<file path="config.mk">
export PLATFORM = sky130hd
export DESIGN_NAME = tinyml_cmd_dispatch
export DESIGN_NICKNAME = d
export VERILOG_FILES = /design/src/rtl/tinyml_dispatch_pkg.sv /design/src/rtl/tinyml_order_fifo.sv /design/src/rtl/tinyml_cmd_dispatch.sv
export SDC_FILE = /design/constraint.sdc
export NUM_CORES = 1
export LEC_CHECK = 0
export BUFFER_PORTS_ARGS = -buffer_cell sky130_fd_sc_hd__buf_2
export CAP_MARGIN = 20
export CORE_MARGIN = 5
export CORE_UTILIZATION = 35
export DETAILED_ROUTE_END_ITERATION = 6
export PLACE_DENSITY = 0.78
export REMOVE_ABC_BUFFERS = 1
export SLEW_MARGIN = 10
export SYNTH_ARGS = -nofsm -noshare
export SYNTH_HDL_FRONTEND = slang
export SYNTH_SLANG_ARGS = --single-unit
</file>
<file path="constraint.sdc">
create_clock -name clk -period 2.69 [get_ports clk]
set_input_delay 0 -clock clk [delete_from_list [all_inputs] [get_ports clk]]
set_output_delay 0 -clock clk [all_outputs]
set_load 0.01 [all_outputs]
</file>
<file path="src/rtl/tinyml_dispatch_pkg.sv">
// Shared constants and types for the tinyML command dispatcher.
// Target encodings match the routing bit of the function ID.
package tinyml_dispatch_pkg;

    typedef enum logic {
        TGT_ACCEL = 1'b0,
        TGT_USER  = 1'b1
    } target_e;

    localparam int SEL_BIT             = 9;
    localparam int ORDER_DEPTH_DEFAULT = 4;
    localparam int ORDER_AW_DEFAULT    = 2;

    function automatic target_e target_of(input logic [9:0] function_id);
        return target_e'(function_id[SEL_BIT]);
    endfunction

endpackage

</file>
<file path="src/rtl/tinyml_order_fifo.sv">
// One-bit-wide synchronous FIFO recording the target of each in-flight command.
// Push is ignored when full and pop is ignored when empty.
module tinyml_order_fifo
    import tinyml_dispatch_pkg::*;
#(
    parameter int DEPTH = ORDER_DEPTH_DEFAULT,
    parameter int AW    = ORDER_AW_DEFAULT
) (
    input  logic        clk,
    input  logic        rst,
    input  logic        push,
    input  logic        push_data,
    input  logic        pop,
    output logic        head,
    output logic        full,
    output logic        empty,
    output logic [AW:0] count
);

    localparam logic [AW:0] FULL_COUNT = (AW + 1)'(DEPTH);

    logic [DEPTH-1:0] mem_reg;
    logic [AW-1:0]    wr_ptr_reg;
    logic [AW-1:0]    rd_ptr_reg;
    logic [AW:0]      count_reg;
    logic             do_push;
    logic             do_pop;

    assign full    = (count_reg == FULL_COUNT);
    assign empty   = (count_reg == '0);
    assign do_push = push & ~full;
    assign do_pop  = pop & ~empty;
    assign head    = mem_reg[rd_ptr_reg];
    assign count   = count_reg;

    // Pointers wrap naturally because DEPTH is a power of two.
    always_ff @(posedge clk or posedge rst) begin
        if (rst) begin
            mem_reg    <= '0;
            wr_ptr_reg <= '0;
            rd_ptr_reg <= '0;
            count_reg  <= '0;
        end else begin
            if (do_push) begin
                mem_reg[wr_ptr_reg] <= push_data;
                wr_ptr_reg          <= wr_ptr_reg + 1'b1;
            end
            if (do_pop) begin
                rd_ptr_reg <= rd_ptr_reg + 1'b1;
            end
            case ({do_push, do_pop})
                2'b10:   count_reg <= count_reg + 1'b1;
                2'b01:   count_reg <= count_reg - 1'b1;
                default: count_reg <= count_reg;
            endcase
        end
    end

endmodule

</file>
<file path="src/rtl/tinyml_cmd_dispatch.sv">
// Routes CPU custom-instruction commands to the accelerator or user unit and
// returns responses in issue order through a one-entry registered output stage.
module tinyml_cmd_dispatch
    import tinyml_dispatch_pkg::*;
#(
    parameter int ORDER_DEPTH = ORDER_DEPTH_DEFAULT,
    parameter int ORDER_AW    = ORDER_AW_DEFAULT
) (
    input  logic              clk,
    input  logic              reset,
    input  logic              cmd_valid,
    input  logic [9:0]        cmd_function_id,
    input  logic [31:0]       cmd_inputs_0,
    input  logic [31:0]       cmd_inputs_1,
    output logic              cmd_ready,
    output logic              rsp_valid,
    output logic [31:0]       rsp_outputs_0,
    input  logic              rsp_ready,
    output logic              accel_cmd_valid,
    input  logic              accel_cmd_ready,
    input  logic              accel_rsp_valid,
    input  logic [31:0]       accel_rsp_outputs_0,
    output logic              accel_rsp_ready,
    output logic              user_cmd_valid,
    input  logic              user_cmd_ready,
    input  logic              user_rsp_valid,
    input  logic [31:0]       user_rsp_outputs_0,
    output logic              user_rsp_ready,
    output logic [9:0]        fwd_function_id,
    output logic [31:0]       fwd_inputs_0,
    output logic [31:0]       fwd_inputs_1,
    output logic [ORDER_AW:0] outstanding
);

    target_e     sel;
    logic        full;
    logic        empty;
    logic        head;
    logic        push;
    logic        load_ok;
    logic        load;
    logic [31:0] load_data;
    logic        rsp_valid_reg;
    logic [31:0] rsp_data_reg;

    tinyml_order_fifo #(
        .DEPTH (ORDER_DEPTH),
        .AW    (ORDER_AW)
    ) u_order_fifo (
        .clk       (clk),
        .rst       (reset),
        .push      (push),
        .push_data (logic'(sel)),
        .pop       (load),
        .head      (head),
        .full      (full),
        .empty     (empty),
        .count     (outstanding)
    );

    // Command path is purely combinational; operands go to both targets.
    assign sel             = target_of(cmd_function_id);
    assign fwd_function_id = cmd_function_id;
    assign fwd_inputs_0    = cmd_inputs_0;
    assign fwd_inputs_1    = cmd_inputs_1;
    assign accel_cmd_valid = cmd_valid & (sel == TGT_ACCEL) & ~full;
    assign user_cmd_valid  = cmd_valid & (sel == TGT_USER) & ~full;
    assign cmd_ready       = ~full & ((sel == TGT_USER) ? user_cmd_ready : accel_cmd_ready);
    assign push            = cmd_valid & cmd_ready;

    // Only the target at the FIFO head may hand over a response.
    assign load_ok         = ~empty & (~rsp_valid_reg | rsp_ready);
    assign accel_rsp_ready = load_ok & (head == TGT_ACCEL);
    assign user_rsp_ready  = load_ok & (head == TGT_USER);
    assign load            = (accel_rsp_ready & accel_rsp_valid) |
                             (user_rsp_ready & user_rsp_valid);
    assign load_data       = (head == TGT_USER) ? user_rsp_outputs_0 : accel_rsp_outputs_0;

    always_ff @(posedge clk or posedge reset) begin
        if (reset) begin
            rsp_valid_reg <= 1'b0;
            rsp_data_reg  <= '0;
        end else if (load) begin
            rsp_valid_reg <= 1'b1;
            rsp_data_reg  <= load_data;
        end else if (rsp_ready) begin
            rsp_valid_reg <= 1'b0;
        end
    end

    assign rsp_valid     = rsp_valid_reg;
    assign rsp_outputs_0 = rsp_data_reg;

endmodule
</file>
==> results.yml, run 1 <==
run_status:
  status: "finished, final reports clean"
layout:
  seq_area_um2: 1100
  nNetsFinal: 440
  fin_cells: 394
  largest_reg_flops: 32
  multiInputGateArea_um2: 1240
  synthToLayoutAreaGrowth_pct: 7.51
  layout-drive-gt1-share: 0.689
  final_util: 0.388
  final_area_um2: 3200
  antenna_cells: 0
  fillers: 843
clocking:
  cts_tree: "yes"
  clock_latency_ns: 0.30
  cts_buffers: 5
  cts.clk_slew.worst_paths_ns: 0.08
  cts_resized: 0
  cts-root-buf: "clkbuf_8"
  clkSinkCount: 44
  htreeDepth: 2
  cts.path.max_buffers: 2
yosys:
  syn_avg_cell_area_um2: 12.3
  syn_inst: 243
  ys_warn_count: 0
  ys_seq_area_frac: 0.369
  ys_async_sr_fraction: 1.00
  ys_ff_latch: 44
  synth_flop_cell: "dfrtp_1"
  syn_area_um2: 2980
  synth_edf_count: 0
  synth.distinct_cells: 26
route:
  avgViaCountPerCell: 5.04
  detail-route-antenna-nets: 0
  drc: 0
  drt-total-wl_um: 14300
  vias: 1984
  drt_iter0_drc: 27
  wl_per_cell_um: 36.2
  dr.pass1.iters: 4
floorplan:
  num_rows: 33
  die_w_um: 102
  fp.coreArea_um2: 8260
  start_util: 0.361
  pin_count: 261
  die_height_um: 102
  die_area_um2: 10500
worst_setup_path:
  critPathRequiredTime_ns: 2.91
  path_class: "reg -> reg"
  max_stage_delay_ns: 0.57
  critPathMaxFanout: 4
  r2r_cells: 9
  path_cells: "mux4_2 > mux2i_4 > nor2_4 > ha_1 > inv_1 > fa_1 > xor2_1 > nor2_1 > xor2_1"
  crit_path_start_kind: "flip-flop"
  end_kind: "flip-flop"
  cp_common_cell: "xor2_1"
  crit_slowest_cell: "mux4_2"
  critPathArrivalTime_ns: 2.65
pwr:
  p_int_w: 0.00269
  power_w: 0.00427
  p_leak_nw: 1.61
  p_comb_frac: 0.595
  max-vdd-ir-drop_mv: 0.694
  p_switching_w: 0.00158
  p_per_area_nw_per_um2: 1330
  clockPowerShare: 0.105
  power.share.sequential: 0.300
  p_sw_frac: 0.371
global_route:
  gr-total-overflow: 0
  antenna_found_initial: 5
  grt_pass1_wl_um: 18200
  grt_max_degree: 45
  grtUsageTotal: 0.266
  first_global_vias: 2119
run:
  max_cap_viol_count: 0
sta:
  whs_ns: 0.000224
  min_period_ns: 2.42
  worstMarginPinSlew_ns: 0.983
  fin_crit_sh: 0.901
  fmax_mhz: 412
  maxSlewHeadroom: 0.345
  maxSlewViolCount: 0
  skew_ns: 0.00861
  rsz0062_at_grt: "no"
  final_hold_viol_count: 0
  setup_violations: 0
placed_design:
  dpl.cell_count: 385
  placed_area_um2: 3100
  finalWeightedCongestion: 0.801
  hpwl_um: 12400
  placement.io_buffers: 114
hold_path:
  min_path_type: "in -> out"
  hold_depth: 0
-- Yosys cell counts, types with 2 or more instances --
cell | number | area (um^2)
buf_4 | 75 | 563
dfrtp_1 | 44 | 1100
mux2_2 | 39 | 439
mux2_4 | 29 | 435
inv_1 | 8 | 30.0
nand2_1 | 7 | 26.3
mux2i_1 | 6 | 60.1
ha_1 | 5 | 62.6
nor2_1 | 4 | 15.0
buf_2 | 3 | 15.0
buf_6 | 3 | 33.8
o21ai_0 | 3 | 15.0
xor2_1 | 3 | 26.3
xnor2_1 | 2 | 17.5
-- layer usage --
metal | track usage | wire length (um) | vias to the layer above
met2 | 0.379 | 5850 | 223
li1 | - | - | 827
met5 | 0 | 69 | -
met4 | 0.0414 | 127 | 10
met1 | 0.249 | 4410 | 905
met3 | 0.328 | 3800 | 19
-- worst max-delay path: cells and delay by family, from the launching register on --
family / cells / cell delay (ns)
DFF: 1 / 0.40
muxes: 2 / 0.79
adders and majority gates: 2 / 0.57
xor gates and xnor gates: 2 / 0.31
and+or+nand+nor: 2 / 0.21
buffers and inverters: 1 / 0.07
-- repair_timing --
action / in CTS / in global routing
buffers inserted: 0 / 0
hold endpoints to repair: 44 / 0
hold buffers: 1 / 0
setup endpoints to repair: 0 / 0
-- cells by family (layout without fill, tap and decap cells) --
kind of cell | Yosys count | count (layout) | share of synthesized area
flip-flops | 44 | 44 | 0.369
multiplexers | 76 | 76 | 0.329
AO/OA/AOI/OAI | 7 | 7 | 0.0176
AND/OR/NAND/NOR | 16 | 16 | 0.0265
XOR/XNOR | 5 | 5 | 0.0147
buffers and inverters | 89 | 135 | 0.215
adder cells (fa/ha/maj) | 6 | 6 | 0.0277
-- metrics by stage --
| stage | setup slack [ns] | setup TNS (ns) |
|---|---|---|
| 2_1_floorplan | -0.769 | -3.27 |
| 3_3_place_gp | 0.384 | 0 |
| 3_5_place_dp | 0.258 | 0 |
| 4_1_cts | 0.263 | 0 |
| 5_1_grt | 0.177 | 0 |
| 6_report | 0.265 | 0 |
-- layout by cell type (no fill, tap or decap) --
cell	netlist	layout
nor3b_1	1	1
mux2_4	29	29
a211oi_2	1	1
fa_1	1	1
xnor2_1	2	2
dlygate4sd3_1	0	1
inv_1	8	7
buf_4	75	4
mux2i_1	6	6
a21oi_1	1	1
nand2b_1	1	1
nor2b_1	1	1
ha_1	5	5
clkbuf_8	0	6
o31ai_1	1	1
clkbuf_1	0	1
mux4_2	1	1
nor2_4	1	1
o21ai_0	3	3
buf_2	3	114
mux2i_4	1	1
dfrtp_1	44	44
clkinvlp_4	0	1
and3_1	1	1
xor2_1	3	3
nand2_1	7	7
o31ai_2	1	1
inv_2	0	1
nor2_1	4	4
mux2_2	39	39
-- path summary, 6_finish.rpt --
path | start | to | slack [ns]
worst max register to register | u_order_fifo.rd_ptr_reg[0] | u_order_fifo.count[2] | 0.27
min in group asynchronous | reset | rsp_outputs_0[15] | 0.46
worst max-delay path | u_order_fifo.rd_ptr_reg[0] | u_order_fifo.count[2] | 0.27
max in group asynchronous | reset | u_order_fifo.rd_ptr_reg[1] | 1.61
worst min-delay path | cmd_inputs_1[21] | fwd_inputs_1[21] | 0.0002
worst min register to register | rsp_outputs_0[23] | rsp_outputs_0[23] | 0.51
-- power by group through the flow --
| stage | logic, W | clock network (W) | registers [W] |
|---|---|---|---|
| 2_1_floorplan | 0.00172 | 0 | 0.00137 |
| 3_3_place_gp | 0.00249 | 0 | 0.00127 |
| 3_5_place_dp | 0.00258 | 0 | 0.00127 |
| 4_1_cts | 0.00258 | 0.000457 | 0.00127 |
| 5_1_grt | 0.00273 | 0.000484 | 0.00132 |
| 6_report | 0.00254 | 0.000449 | 0.00128 |
-- layout make-up --
type | instances | share of cell area
Clock buffer | 7 | 0.0269
Clock inverter | 1 | 0.00234
Inverter | 8 | 0.00937
Multi-Input combinational cell | 110 | 0.386
Sequential cell | 44 | 0.344
Tap cell | 105 | 0.0410
Timing Repair Buffer | 119 | 0.191
Note: power is estimated with default switching activity, not from simulation.
==> run 2: changes to the inputs <==
REMOVE_ABC_BUFFERS = default   (was 1)
==> run 2 against run 1 <==
  * Non-clock buffer count is 1 higher
  * Global-route usage down 15 points
  * Utilization increased by 0.29 points
  * Sequential cell count unchanged
  * Routed wire length fell by 56%
  * Highest routed layer is now met4
  * Maximum frequency is 0.13% higher
==> results.yml, run 2 (synthesis gave the netlist of run 1 again) <==
run_status:
  status: "finished, final reports clean"
worst_setup_path:
  path_class: "reg -> reg"
  path_buf_inv: 1
  cp_common_cell: "xor2_1"
  worst-path-stages: 9
  crit_slowest_cell: "mux4_2"
  r2r_cells: 9
  critPathArrivalTime_ns: 2.64
  crit_path_start_kind: "flip-flop"
  cpLargestDelayFamily: "multiplexers"
  critPathMaxFanout: 4
  path_cells: "mux4_2 > mux2i_4 > nor2_4 > ha_1 > inv_1 > fa_1 > xor2_1 > nor2_1 > xor2_1"
  max_stage_delay_ns: 0.57
  critPathRequiredTime_ns: 2.90
  end_kind: "flip-flop"
placed_design:
  dp_worst_setup_slack_ns: 0.278
  placement.io_buffers: 114
  hpwl_um: 4790
  finalWeightedCongestion: 0.819
clocking:
  clock_latency_ns: 0.29
  cts.clk_slew.worst_paths_ns: 0.08
  cts_resized: 0
  holdBufCountCts: 1
  htreeDepth: 2
  cts_tree: "yes"
  cts-root-buf: "clkbuf_8"
  post_cts_buffers: 0
  clkSinkCount: 44
  cts_buffers: 5
  cts.path.max_buffers: 2
hold_path:
  hold_depth: 0
  min_path_type: "in -> out"
sta:
  fin_crit_sh: 0.900
  setup_slack_ns: 0.268
  rsz0062_at_grt: "no"
  maxSlewHeadroom: 0.611
  maxSlewViolCount: 0
  finalSetupTns_ns: 0
  setup_violations: 0
  skew_ns: 0.00302
  min_period_ns: 2.42
  worstMarginPinSlew_ns: 0.584
  fmax_mhz: 413
  final_hold_viol_count: 0
layout:
  layout-drive-gt1-share: 0.686
  layout_commonest_cell: "buf_2"
  nNetsFinal: 441
  final_cell_mix: "buf_2, dfrtp_1, mux2_2"
  antenna_cells: 0
  largest_reg_flops: 32
  synthToLayoutAreaGrowth_pct: 8.31
floorplan:
  start_util: 0.361
  die_w_um: 102
  pin_count: 261
  fp.coreArea_um2: 8260
  die_height_um: 102
  num_rows: 33
  die_area_um2: 10500
route:
  detail-route-antenna-nets: 0
  drt_iter0_drc: 10
  wl_per_cell_um: 15.8
  dr.pass1.iters: 4
  vias: 1812
  drt-total-wl_um: 6230
  drc: 0
  avgViaCountPerCell: 4.59
global_route:
  antenna_found_initial: 0
  grtUsageTotal: 0.118
  grt_pass1_wl_um: 9760
  grt_max_degree: 45
  gr-total-overflow: 0
  first_global_vias: 2086
pwr:
  power_w: 0.00419
  p_per_area_nw_per_um2: 1300
  p_leak_nw: 1.62
  max-vdd-ir-drop_mv: 0.927
yosys:
  synth_fp_nets: 395
run:
  max_cap_viol_count: 0
## run 2: cell types whose count changed in the layout (fill, tap and decap cells not counted)
cell	before	now
buf_16	0	1
clkbuf_1	1	2
clkinvlp_4	1	0
## run 2: metal layers
layer	part of all wire	GRT usage	vias up
li1	-	-	832
met1	0.37	0.131	863
met2	0.51	0.203	81
met3	0.087	0.0362	36
met4	0.034	0.0595	0
met5	0	0	-
## run 2: cell type report
class,instances,area [um^2]
Clock buffer,8,90.1
Fill cell,820,5030
Inverter,8,30.0
Multi-Input combinational cell,110,1240
Sequential cell,44,1100
Tap cell,105,131
Timing Repair Buffer,120,638
## run 2: metrics by stage
stage / util / std cells / hold slack [ns] / area (um^2)
floorplan: - / 243 / 0.0475 / 2980
global placement: 0.375 / 385 / 0.0000686 / 3100
detailed placement: 0.375 / 385 / 0.0000686 / 3100
CTS: 0.388 / 394 / 0.0000686 / 3200
global route: 0.391 / 395 / 0.0000150 / 3230
finish: 0.391 / 395 / 0.00000282 / 3230
## run 2: final timing paths
kind,start,endpoint,slack (ns)
min in group asynchronous,reset,rsp_outputs_0[28],0.30
max in group asynchronous,reset,rsp_outputs_0[17],1.89
worst min register to register,rsp_outputs_0[28],rsp_outputs_0[28],0.51
worst max-delay path,u_order_fifo.rd_ptr_reg[0],u_order_fifo.count[2],0.27
worst min-delay path,cmd_function_id[7],fwd_function_id[7],0.000003
worst max register to register,u_order_fifo.rd_ptr_reg[0],u_order_fifo.count[2],0.27
## run 2: where the power goes
group          switching (W)  internal, W  total (W)
clock network       0.000221     0.000210   0.000431
registers           0.000230      0.00102    0.00125
logic                0.00105      0.00145    0.00251
total                0.00151      0.00269    0.00419
## run 2: worst register-to-register path, cell delays in order, from the launching register on
cell and delay (ns):
dfrtp_1 0.40, mux4_2 0.57, mux2i_4 0.22, nor2_4 0.09, ha_1 0.19, inv_1 0.06, fa_1 0.39, xor2_1 0.16
nor2_1 0.12, xor2_1 0.16
